### config.mk
export PLATFORM = sky130hd
export DESIGN_NAME = mod10_sequence_monitor
export DESIGN_NICKNAME = d
export VERILOG_FILES = /design/src/rtl/mod10_mon_pkg.sv /design/src/rtl/mod10_step_classifier.sv /design/src/rtl/mod10_sequence_monitor.sv
export SDC_FILE = /design/constraint.sdc
export NUM_CORES = 1
export LEC_CHECK = 0
export BUFFER_PORTS_ARGS = -buffer_cell sky130_fd_sc_hd__buf_2
export CAP_MARGIN = 25
export CORE_ASPECT_RATIO = 0.75
export CORE_MARGIN = 4
export CORE_UTILIZATION = 50
export DETAILED_ROUTE_END_ITERATION = 6
export GPL_ROUTABILITY_DRIVEN = 0
export PLACE_DENSITY_LB_ADDON = 0.2
export RECOVER_POWER = 25
export SLEW_MARGIN = 0
export SYNTH_ARGS = -nofsm -noshare
export SYNTH_HDL_FRONTEND = slang
export SYNTH_HIERARCHICAL = 1
export SYNTH_SLANG_ARGS = --single-unit
### constraint.sdc
create_clock -name clk -period 3.65 [get_ports clk]
set_input_delay 1.095 -clock clk [delete_from_list [all_inputs] [get_ports clk]]
set_output_delay 1.095 -clock clk [all_outputs]
set_load 0.03 [all_outputs]
### src/rtl/mod10_mon_pkg.sv
// Shared types and constants for the mod-10 digit-stream monitor.
package mod10_mon_pkg;

  localparam logic [3:0] MAX_DIGIT = 4'd9;

  typedef enum logic [1:0] {
    UNSYNC,
    ACQUIRE,
    LOCK_UP,
    LOCK_DN
  } mon_state_e;

  typedef enum logic [1:0] {
    HOLD,
    UP,
    DN,
    JUMP
  } step_cls_e;

endpackage

### src/rtl/mod10_step_classifier.sv
// Combinational classification of one digit step against the previous legal digit (mod 10).
module mod10_step_classifier
  import mod10_mon_pkg::*;
(
  input  logic [3:0] prev_q_i,
  input  logic [3:0] q_i,
  output step_cls_e  cls_o,
  output logic       is_wrap_o,
  output logic       is_illegal_o
);

  logic [3:0] inc_digit;
  logic [3:0] dec_digit;

  always_comb begin
    inc_digit = (prev_q_i == MAX_DIGIT) ? 4'd0 : prev_q_i + 4'd1;
    dec_digit = (prev_q_i == 4'd0) ? MAX_DIGIT : prev_q_i - 4'd1;

    cls_o = JUMP;
    if (q_i == prev_q_i) begin
      cls_o = HOLD;
    end else if (q_i == inc_digit) begin
      cls_o = UP;
    end else if (q_i == dec_digit) begin
      cls_o = DN;
    end

    is_wrap_o    = ((prev_q_i == MAX_DIGIT) && (q_i == 4'd0)) ||
                   ((prev_q_i == 4'd0) && (q_i == MAX_DIGIT));
    is_illegal_o = (q_i > MAX_DIGIT);
  end

endmodule

### src/rtl/mod10_sequence_monitor.sv
// Receive-side monitor for a mod-10 up/down digit stream: direction lock, error pulses
// and saturating per-direction decade-wrap counters.
module mod10_sequence_monitor
  import mod10_mon_pkg::*;
#(
  parameter int unsigned WRAP_W   = 8,
  parameter int unsigned LOCK_CNT = 2
) (
  input  logic              clk,
  input  logic              reset_n,
  input  logic              in_valid,
  input  logic [3:0]        q_in,
  input  logic              resync,
  output logic              locked,
  output logic              dir,
  output logic              step_err,
  output logic              code_err,
  output logic              reversal,
  output logic [WRAP_W-1:0] wrap_up_cnt,
  output logic [WRAP_W-1:0] wrap_dn_cnt,
  output logic [3:0]        prev_q
);

  localparam logic [WRAP_W-1:0] WrapOne = {{(WRAP_W-1){1'b0}}, 1'b1};

  mon_state_e        state_q;
  logic [2:0]        cnt_q;
  logic              cand_q;
  logic              locked_q;
  logic              dir_q;
  logic              step_err_q;
  logic              code_err_q;
  logic              reversal_q;
  logic [WRAP_W-1:0] wrap_up_q;
  logic [WRAP_W-1:0] wrap_dn_q;
  logic [3:0]        prev_q_q;

  step_cls_e         cls;
  logic              is_wrap;
  logic              is_illegal;
  logic              is_up;
  logic [3:0]        cnt_next;
  logic              lock_hit;
  logic [WRAP_W-1:0] wrap_up_inc;
  logic [WRAP_W-1:0] wrap_dn_inc;

  mod10_step_classifier u_classifier (
    .prev_q_i     (prev_q_q),
    .q_i          (q_in),
    .cls_o        (cls),
    .is_wrap_o    (is_wrap),
    .is_illegal_o (is_illegal)
  );

  always_comb begin
    is_up       = (cls == UP);
    // A step against the candidate direction restarts the run at one.
    cnt_next    = (is_up == cand_q) ? {1'b0, cnt_q} + 4'd1 : 4'd1;
    lock_hit    = (cnt_next >= 4'(LOCK_CNT));
    wrap_up_inc = (wrap_up_q == '1) ? wrap_up_q : wrap_up_q + WrapOne;
    wrap_dn_inc = (wrap_dn_q == '1) ? wrap_dn_q : wrap_dn_q + WrapOne;
  end

  always_ff @(posedge clk or negedge reset_n) begin
    if (!reset_n) begin
      state_q    <= UNSYNC;
      cnt_q      <= 3'd0;
      cand_q     <= 1'b0;
      locked_q   <= 1'b0;
      dir_q      <= 1'b0;
      step_err_q <= 1'b0;
      code_err_q <= 1'b0;
      reversal_q <= 1'b0;
      wrap_up_q  <= '0;
      wrap_dn_q  <= '0;
      prev_q_q   <= 4'd0;
    end else begin
      step_err_q <= 1'b0;
      code_err_q <= 1'b0;
      reversal_q <= 1'b0;
      if (resync) begin
        state_q   <= UNSYNC;
        cnt_q     <= 3'd0;
        locked_q  <= 1'b0;
        wrap_up_q <= '0;
        wrap_dn_q <= '0;
      end else if (in_valid) begin
        if (is_illegal) begin
          code_err_q <= 1'b1;
          state_q    <= UNSYNC;
          locked_q   <= 1'b0;
        end else begin
          prev_q_q <= q_in;
          unique case (state_q)
            UNSYNC: begin
              state_q <= ACQUIRE;
              cnt_q   <= 3'd0;
            end
            ACQUIRE: begin
              if ((cls == UP) || (cls == DN)) begin
                cand_q <= is_up;
                cnt_q  <= cnt_next[2:0];
                if (lock_hit) begin
                  state_q  <= is_up ? LOCK_UP : LOCK_DN;
                  locked_q <= 1'b1;
                  dir_q    <= is_up;
                end
              end else if (cls == JUMP) begin
                cnt_q <= 3'd0;
              end
            end
            LOCK_UP: begin
              case (cls)
                UP: if (is_wrap) wrap_up_q <= wrap_up_inc;
                DN: begin
                  reversal_q <= 1'b1;
                  state_q    <= LOCK_DN;
                  dir_q      <= 1'b0;
                  cand_q     <= 1'b0;
                  if (is_wrap) wrap_dn_q <= wrap_dn_inc;
                end
                JUMP: begin
                  step_err_q <= 1'b1;
                  state_q    <= ACQUIRE;
                  cnt_q      <= 3'd0;
                  locked_q   <= 1'b0;
                end
                default: ;
              endcase
            end
            LOCK_DN: begin
              case (cls)
                DN: if (is_wrap) wrap_dn_q <= wrap_dn_inc;
                UP: begin
                  reversal_q <= 1'b1;
                  state_q    <= LOCK_UP;
                  dir_q      <= 1'b1;
                  cand_q     <= 1'b1;
                  if (is_wrap) wrap_up_q <= wrap_up_inc;
                end
                JUMP: begin
                  step_err_q <= 1'b1;
                  state_q    <= ACQUIRE;
                  cnt_q      <= 3'd0;
                  locked_q   <= 1'b0;
                end
                default: ;
              endcase
            end
            default: state_q <= UNSYNC;
          endcase
        end
      end
    end
  end

  assign locked      = locked_q;
  assign dir         = dir_q;
  assign step_err    = step_err_q;
  assign code_err    = code_err_q;
  assign reversal    = reversal_q;
  assign wrap_up_cnt = wrap_up_q;
  assign wrap_dn_cnt = wrap_dn_q;
  assign prev_q      = prev_q_q;

endmodule
Word level (Yosys, flattened, before mapping)
Cells that the tools add are included.
{"block": "classes", "n_eq_ne": 26, "n_mux": 63, "reduce_logical": 23, "addsub": 5, "n_bitwise": 2, "n_lt_le_gt_ge": 2}
{"operator": "$mux 8", "count": 14}
{"operator": "$mux 1", "count": 26}
{"operator": "$add 8x1->8 const B", "count": 2}
{"operator": "$eq 8x8->1 const B", "count": 2}
{"operator": "$mux 3", "count": 5}
{"operator": "$mux 2", "count": 7}
{"operator": "$ne 2x2->1 const B", "count": 7}
{"operator": "$eq 4x4->1", "count": 3}
{"operator": "$mux 4", "count": 3}
{"operator": "$reduce_and 6->1", "count": 2}
{"operator": "$ne 5x5->1 const B", "count": 2}
{"operator": "$reduce_and 5->1", "count": 2}
{"operator": "$reduce_bool 2->1", "count": 5}
{"operator": "$pmux 3 s3", "count": 1}
{"operator": "$eq 2x2->1 const B", "count": 4}
{"operator": "$eq 4x4->1 const B", "count": 2}
{"operator": "$logic_not 4->1", "count": 2}
{"operator": "$ne 4x4->1 const B", "count": 2}
{"operator": "$pmux 2 s2", "count": 2}
{"operator": "$pmux 2 s4", "count": 1}
{"operator": "$reduce_and 8->1", "count": 1}
{"operator": "$reduce_and 7->1", "count": 1}
{"operator": "$pmux 1 s3", "count": 2}
{"operator": "$add 3x1->4 const B", "count": 1}
{"operator": "17 further kinds", "count": 22}
{"block": "word_totals", "in_bits": 8, "output_inout_bits": 25, "word_cells": 132, "ff_bits": 31}

Depth between registers and ports, before layout
{"block": "logic_depth", "ltp_word": 16, "mapped_depth": 13, "depth_no_buf": 11}

Modules after synthesis
The synthesis kept the hierarchy.
{"mod": "mod10_sequence_monitor", "area_per_inst_um2": 1814.2, "cells_per_inst": 193, "instances": 1, "seq_area_each_um2": 775.7}
{"mod": "mod10_step_classifier", "area_per_inst_um2": 351.6, "cells_per_inst": 45, "instances": 1, "seq_area_each_um2": 0.0}

Worst setup path after synthesis
No wires, ideal clock.
{"block": "synth_path", "path_kind": "input to register", "start": "input q_in[1]", "end": "register dir_q (netlist: dir)", "slack_ps": 377, "t_required_ps": 3514, "path_stages": 11, "arrival_ps": 3137, "setup_ps": 136, "path_buffers": 2, "path_cell_list": "buf_2 > nand2_1 > a221oi_1 > o21ai_0 > a31oi_1 > ha_1 > buf_2 > xor2_1 > a311o_1 > a2111oi_0 > o211ai_1"}
{"block": "synth_via", "elab_chain_len": 10, "elab_cells_between_ends": 22, "classes_between": "order compare (2); eq/ne (10); mux (7); bitwise (1); reduce/logical (2)"}
{"item": "start, declared", "line": "mod10_sequence_monitor.sv:12", "rtl": "input logic [3:0] q_in,"}
{"item": "$eq 4x4->1", "line": "mod10_step_classifier.sv:24", "rtl": "end else if (q_i == dec_digit) begin"}
{"item": "$mux 1", "line": "mod10_step_classifier.sv:24"}
{"item": "$mux 2", "line": "mod10_step_classifier.sv:22", "rtl": "end else if (q_i == inc_digit) begin"}
{"item": "$mux 2 *", "line": "mod10_step_classifier.sv:20", "rtl": "if (q_i == prev_q_i) begin"}
{"item": "via cls[0]", "line": "mod10_sequence_monitor.sv:38", "rtl": "step_cls_e cls;"}
{"item": "$eq 2x1->1", "line": "mod10_sequence_monitor.sv:56, mod10_sequence_monitor.sv:100, mod10_sequence_monitor.sv:132"}
{"item": "$eq 1x1->1", "line": "mod10_sequence_monitor.sv:58", "rtl": "cnt_next = (is_up == cand_q) ? {1'b0, cnt_q} + 4'd1 : 4'd1;"}
{"item": "$mux 4", "line": "mod10_sequence_monitor.sv:58"}
{"item": "$ge 4x2->1", "line": "mod10_sequence_monitor.sv:59", "rtl": "lock_hit = (cnt_next >= 4'(LOCK_CNT));"}
{"item": "$ne 2x2->1 (no source line)"}
{"item": "$reduce_and 8->1 (no source line)"}
{"item": "end signal, assigned", "line": "mod10_sequence_monitor.sv:106", "rtl": "dir_q <= is_up;"}
{"item": "end, declared", "line": "mod10_sequence_monitor.sv:30", "rtl": "logic dir_q;"}
Mark *: on every way through the listed nets, which the timed path passes. The rest lies on a longest branch. The select of a mux whose other input is x is not followed.
A chain may end at the register's enable or synchronous reset.

Worst setup path after layout
{"block": "layout_path", "start": "input q_in[2]", "end": "register dir_q (netlist: dir)"}
{"block": "layout_via", "elab_cells_between_ends": 22, "classes_between": "order compare (2); eq/ne (10); mux (7); bitwise (1); reduce/logical (2)"}
{"item": "$eq 4x4->1", "line": "mod10_step_classifier.sv:22"}
{"item": "$mux 2", "line": "mod10_step_classifier.sv:22"}
{"item": "$mux 2 *", "line": "mod10_step_classifier.sv:20"}
{"item": "via cls[1]", "line": "mod10_sequence_monitor.sv:38"}
{"item": "$eq 2x1->1", "line": "mod10_sequence_monitor.sv:56, mod10_sequence_monitor.sv:100, mod10_sequence_monitor.sv:132"}
{"item": "$eq 1x1->1", "line": "mod10_sequence_monitor.sv:58"}
{"item": "$mux 4", "line": "mod10_sequence_monitor.sv:58"}
{"item": "$ge 4x2->1", "line": "mod10_sequence_monitor.sv:59"}
{"item": "$ne 2x2->1 (no source line)"}
{"item": "$reduce_and 8->1 (no source line)"}
Marks and branches as above.

==> impl_summary.md <==
Place
OpenSTA, run right after detailed placement, puts the worst setup slack at 129.9 ps. The total placed cells including tap cells is 312. The count of buffers added on input and output ports is 32.

Detailed placement ended at an HPWL of between 3 and 4 mm.

STA
The maximum frequency from static timing analysis is 308.7 MHz. The number of pins with negative max-slew slack in the final report is 32. The count of endpoints failing hold in the final timing report is 0. Hold is met by 491.5 ps. The total negative slack is 0 ps. The worst path uses 88.76% of the clock period. The final worst setup slack is just over 400 ps. Subtracting the final worst setup slack from the clock period gives 3240 ps. Setup repair after global routing left no endpoint under its margin. The transition time at the pin with the least slew margin is roughly 1700 ps.

The worst setup skew after layout is ~5.2 ps. The final count of negative-setup-slack endpoints is 0. Measured against its own limit, the worst slew margin works out to -11.23%.

Floorplan
For this configuration, the core starts out at a cell density of about 53%. The initialized floorplan defines 20 standard-cell rows. 33 I/O pins were placed.

The core region is 4104 sq um. The floorplan step defined a die boundary enclosing 5459 sq um. In this run the vertical extent of the chip is between 60 and 70 microns. The horizontal extent of the die is between 80 and 90 microns.

Critical path
The arrival time of the worst setup path is 3400 ps. The worst flop-to-flop path endpoint is dir. The register-to-register setup slack is ~730 ps. The endpoint class of the critical path is a register. The cell with the largest stage delay on the worst path is a2111oi_0. The critical setup path kind is in -> reg. Counting cells, the worst reg-to-reg path comes to 11. The endpoint required time on the critical path is around 3800 ps.

Walking the worst path, the cells encountered are buf_2 -> xor2_2 -> xnor2_1 -> o22ai_1 -> a31oi_1 -> inv_1 -> ha_1 -> xor2_1 -> a311o_1 -> a2111oi_0 -> o211ai_1. The worst stage delay on the critical path is ~430 ps. The maximum fanout along the worst path is 5.

The worst setup path is launched from an input pin. The worst reg2reg path startpoint is prev_q[0].

Clocking
The number of buffers added to fix hold violations after cts is 0. The H-tree was split into 2 levels. The clock latency at the later pin of the worst-skew pair is 280 ps. CTS saw 31 sinks. The cell at the root of the clock tree is clkbuf_8. The number of gates resized after CTS was 0. The TritonCTS buffer count is 5. TritonCTS built the clock tree. The post-CTS clock slew at the launch and capture registers of the worst setup and hold paths is 70 ps.

Buffers added to address setup during post-CTS repair amount to 0. The clock passes through at most 2 buffers.

Layout
Registers take between 700 and 800 sq um. The area added between synthesis and finish is 11.03%. The post-route netlist has 21.13% of its cells at a drive strength greater than 1. The diode insertion count for antenna repair is 0. The number of fillers in the final layout is 386. In the final design database the tool counted about 280 nets. The final non-filler cell total is 320. In the final layout, the multi-input gates occupy 1239 sq um.

Yosys
The most used flip-flop cell after synthesis is dfrtp_1. The compound-cell area share of the yosys netlist is roughly a fifth. The sequential share of the synthesized area is 35.82%.

The xor/xnor share of the synthesized area is 3.582%. The synthesized netlist occupies a cell area of approximately 2200 sq um. The multiplexer share of the synthesized area is roughly 3.4%. The dominant combinational cell family by area after synthesis is simple AND/OR/NAND/NOR gates. The post-synth net total is 252.

The post-synthesis register bit count is 31. After synthesis, the mean cell area works out to 9.100 sq um. Of the total synthesized cell area, the portion taken by full adders, half adders and majority gates is 3.466%. The number of synthesis warnings is 6. The post-synthesis cell type count is 64. After Yosys synthesis, and, or, nand and nor cells account for about 28% of the synthesized area.

Of all flip-flops after synthesis, the portion carrying an async set or reset was 100.0%. The number of flops mapped to enable cells by yosys is 0. The cell count after synthesis came out at 238.

Drt
The number of remaining DRC errors is 0. After the first detailed-routing iteration, the DRC count stood at 164. The routed wire length is around 4.7 mm. Summing over every cut layer, the via total after detailed routing is 1868. The average routed wire per standard cell is 14.75 microns. In this run the remaining antenna-violating nets after routing total 0. The pre-antenna-repair detailed-routing pass consisted of 4 iterations.

The number of vias per cell after detailed routing is 5.838.

Flow run
Across the run, the number of max-cap violations was 1.

Status
The run finished, with violations left. The checks that failed: max-capacitance violations, max-slew violations.

Min path
The worst min-delay path category is reg -> reg. The worst hold path terminates at locked. In this run the most critical hold path is launched from locked. Counting instances, the worst hold path has a depth of 1.

GRT
The total grt overflow is 0. The global-route wire length before repair is 8.369 mm. Global routing used 18.87% of the available tracks. The number of global-route vias before repair is around 1.7k.

The initial antenna violation count is 0. Entering global routing, the biggest net connects 32 pins.

Power
Power spread over the standard cell area amounts to 406.9 nW/um^2. IR analysis of the VDD net gives a maximum drop of between 0.2 and 0.25 mV. Summed over all cells, the static leakage comes to 1.108 nW.
-- per-layer routing --
metal	global-route usage, %	part of all wire, %
met4	5.422	1.1
met3	4.193	4.6
met2	28.17	44
met1	27.37	50
met5	0	0
-- metrics by stage --
step           instance area, sq um  total power [W]  util [%]
2_1_floorplan                  2166        0.0006227         -
3_3_place_gp                   2302        0.0006802     56.10
3_5_place_dp                   2302        0.0006806     56.10
4_1_cts                        2406        0.0009914     58.63
5_1_grt                        2405         0.001040     58.60
6_report                       2405        0.0009784     58.60
-- kinds of logic (layout without fill, tap and decap cells) --
group	count (synthesis)	in the layout
mux	7	7
flops	31	31
fa+ha+maj	6	6
simple gates	100	100
compound gates	59	59
xor+xnor	8	8
buf+inv	27	54
-- cells in the mapped netlist, drive strengths merged (5+ instances only) --
cell type | count | area [sq um]
clkbuf | 5 | 28.77
buf | 9 | 71.31
a21oi | 15 | 78.83
o21ai | 14 | 70.07
or4 | 6 | 45.04
nand2 | 22 | 82.58
dfrtp | 31 | 775.7
o31ai | 6 | 58.81
nor4 | 5 | 37.53
xor2 | 5 | 51.30
ha | 6 | 75.07
nor3 | 8 | 40.04
nor2b | 7 | 43.79
nor2 | 14 | 52.55
inv | 13 | 51.30
nand2b | 6 | 45.04
nand3 | 6 | 30.03
-- state kept, by name, summed over array words and instances, names as in the netlist --
signal / cells
locked: 1
cand_q: 1
wrap_up_cnt: 8
prev_q: 4
code_err: 1
dir: 1
cnt_q: 3
step_err: 1
reversal: 1
wrap_dn_cnt: 8
state_q: 2
-- area by class of cell --
type,count,share of cell area (%)
Clock buffer,7,4.006
Clock inverter,1,0.3122
Sequential cell,31,32.26
Timing Repair Buffer,33,6.920
Inverter,13,2.133
Tap cell,55,2.862
Multi-Input combinational cell,180,51.51
-- critical path, delay by kind of cell --
kind            cells  cell delay, ps
fa+ha+maj           1             210
xor+xnor            3             560
buf+inv             2             240
compound gates      5            1290
-- where the power goes --
group | internal [W] | leakage [nW] | switching (W)
registers | 0.000365 | 0.422 | 0.0000435
clock network | 0.000171 | 0.0505 | 0.000132
logic | 0.000102 | 0.636 | 0.000164
-- worst max-delay path by stage --
stage | start | end | depth (start not counted)
after floorplan | q_in[1] | dir | 11
after global placement | q_in[2] | dir | 11
after detailed placement | q_in[2] | dir | 11
after CTS | q_in[2] | dir | 11
after global routing | q_in[2] | dir | 11
final | q_in[2] | dir | 11
-- cell usage in the layout, fill, tap and decap left out, types with 5 or more instances in the layout --
cell type	n
a21oi_1	14
inv_1	12
nand2b_1	5
clkbuf_8	7
o21ai_0	12
ha_1	6
nand3_1	6
nor3_1	8
nand2_1	22
nor2_1	14
dfrtp_1	31
or4_1	6
nor2b_1	7
o31ai_1	5
buf_2	31
No activity file was read; power rests on OpenSTA's default activity.
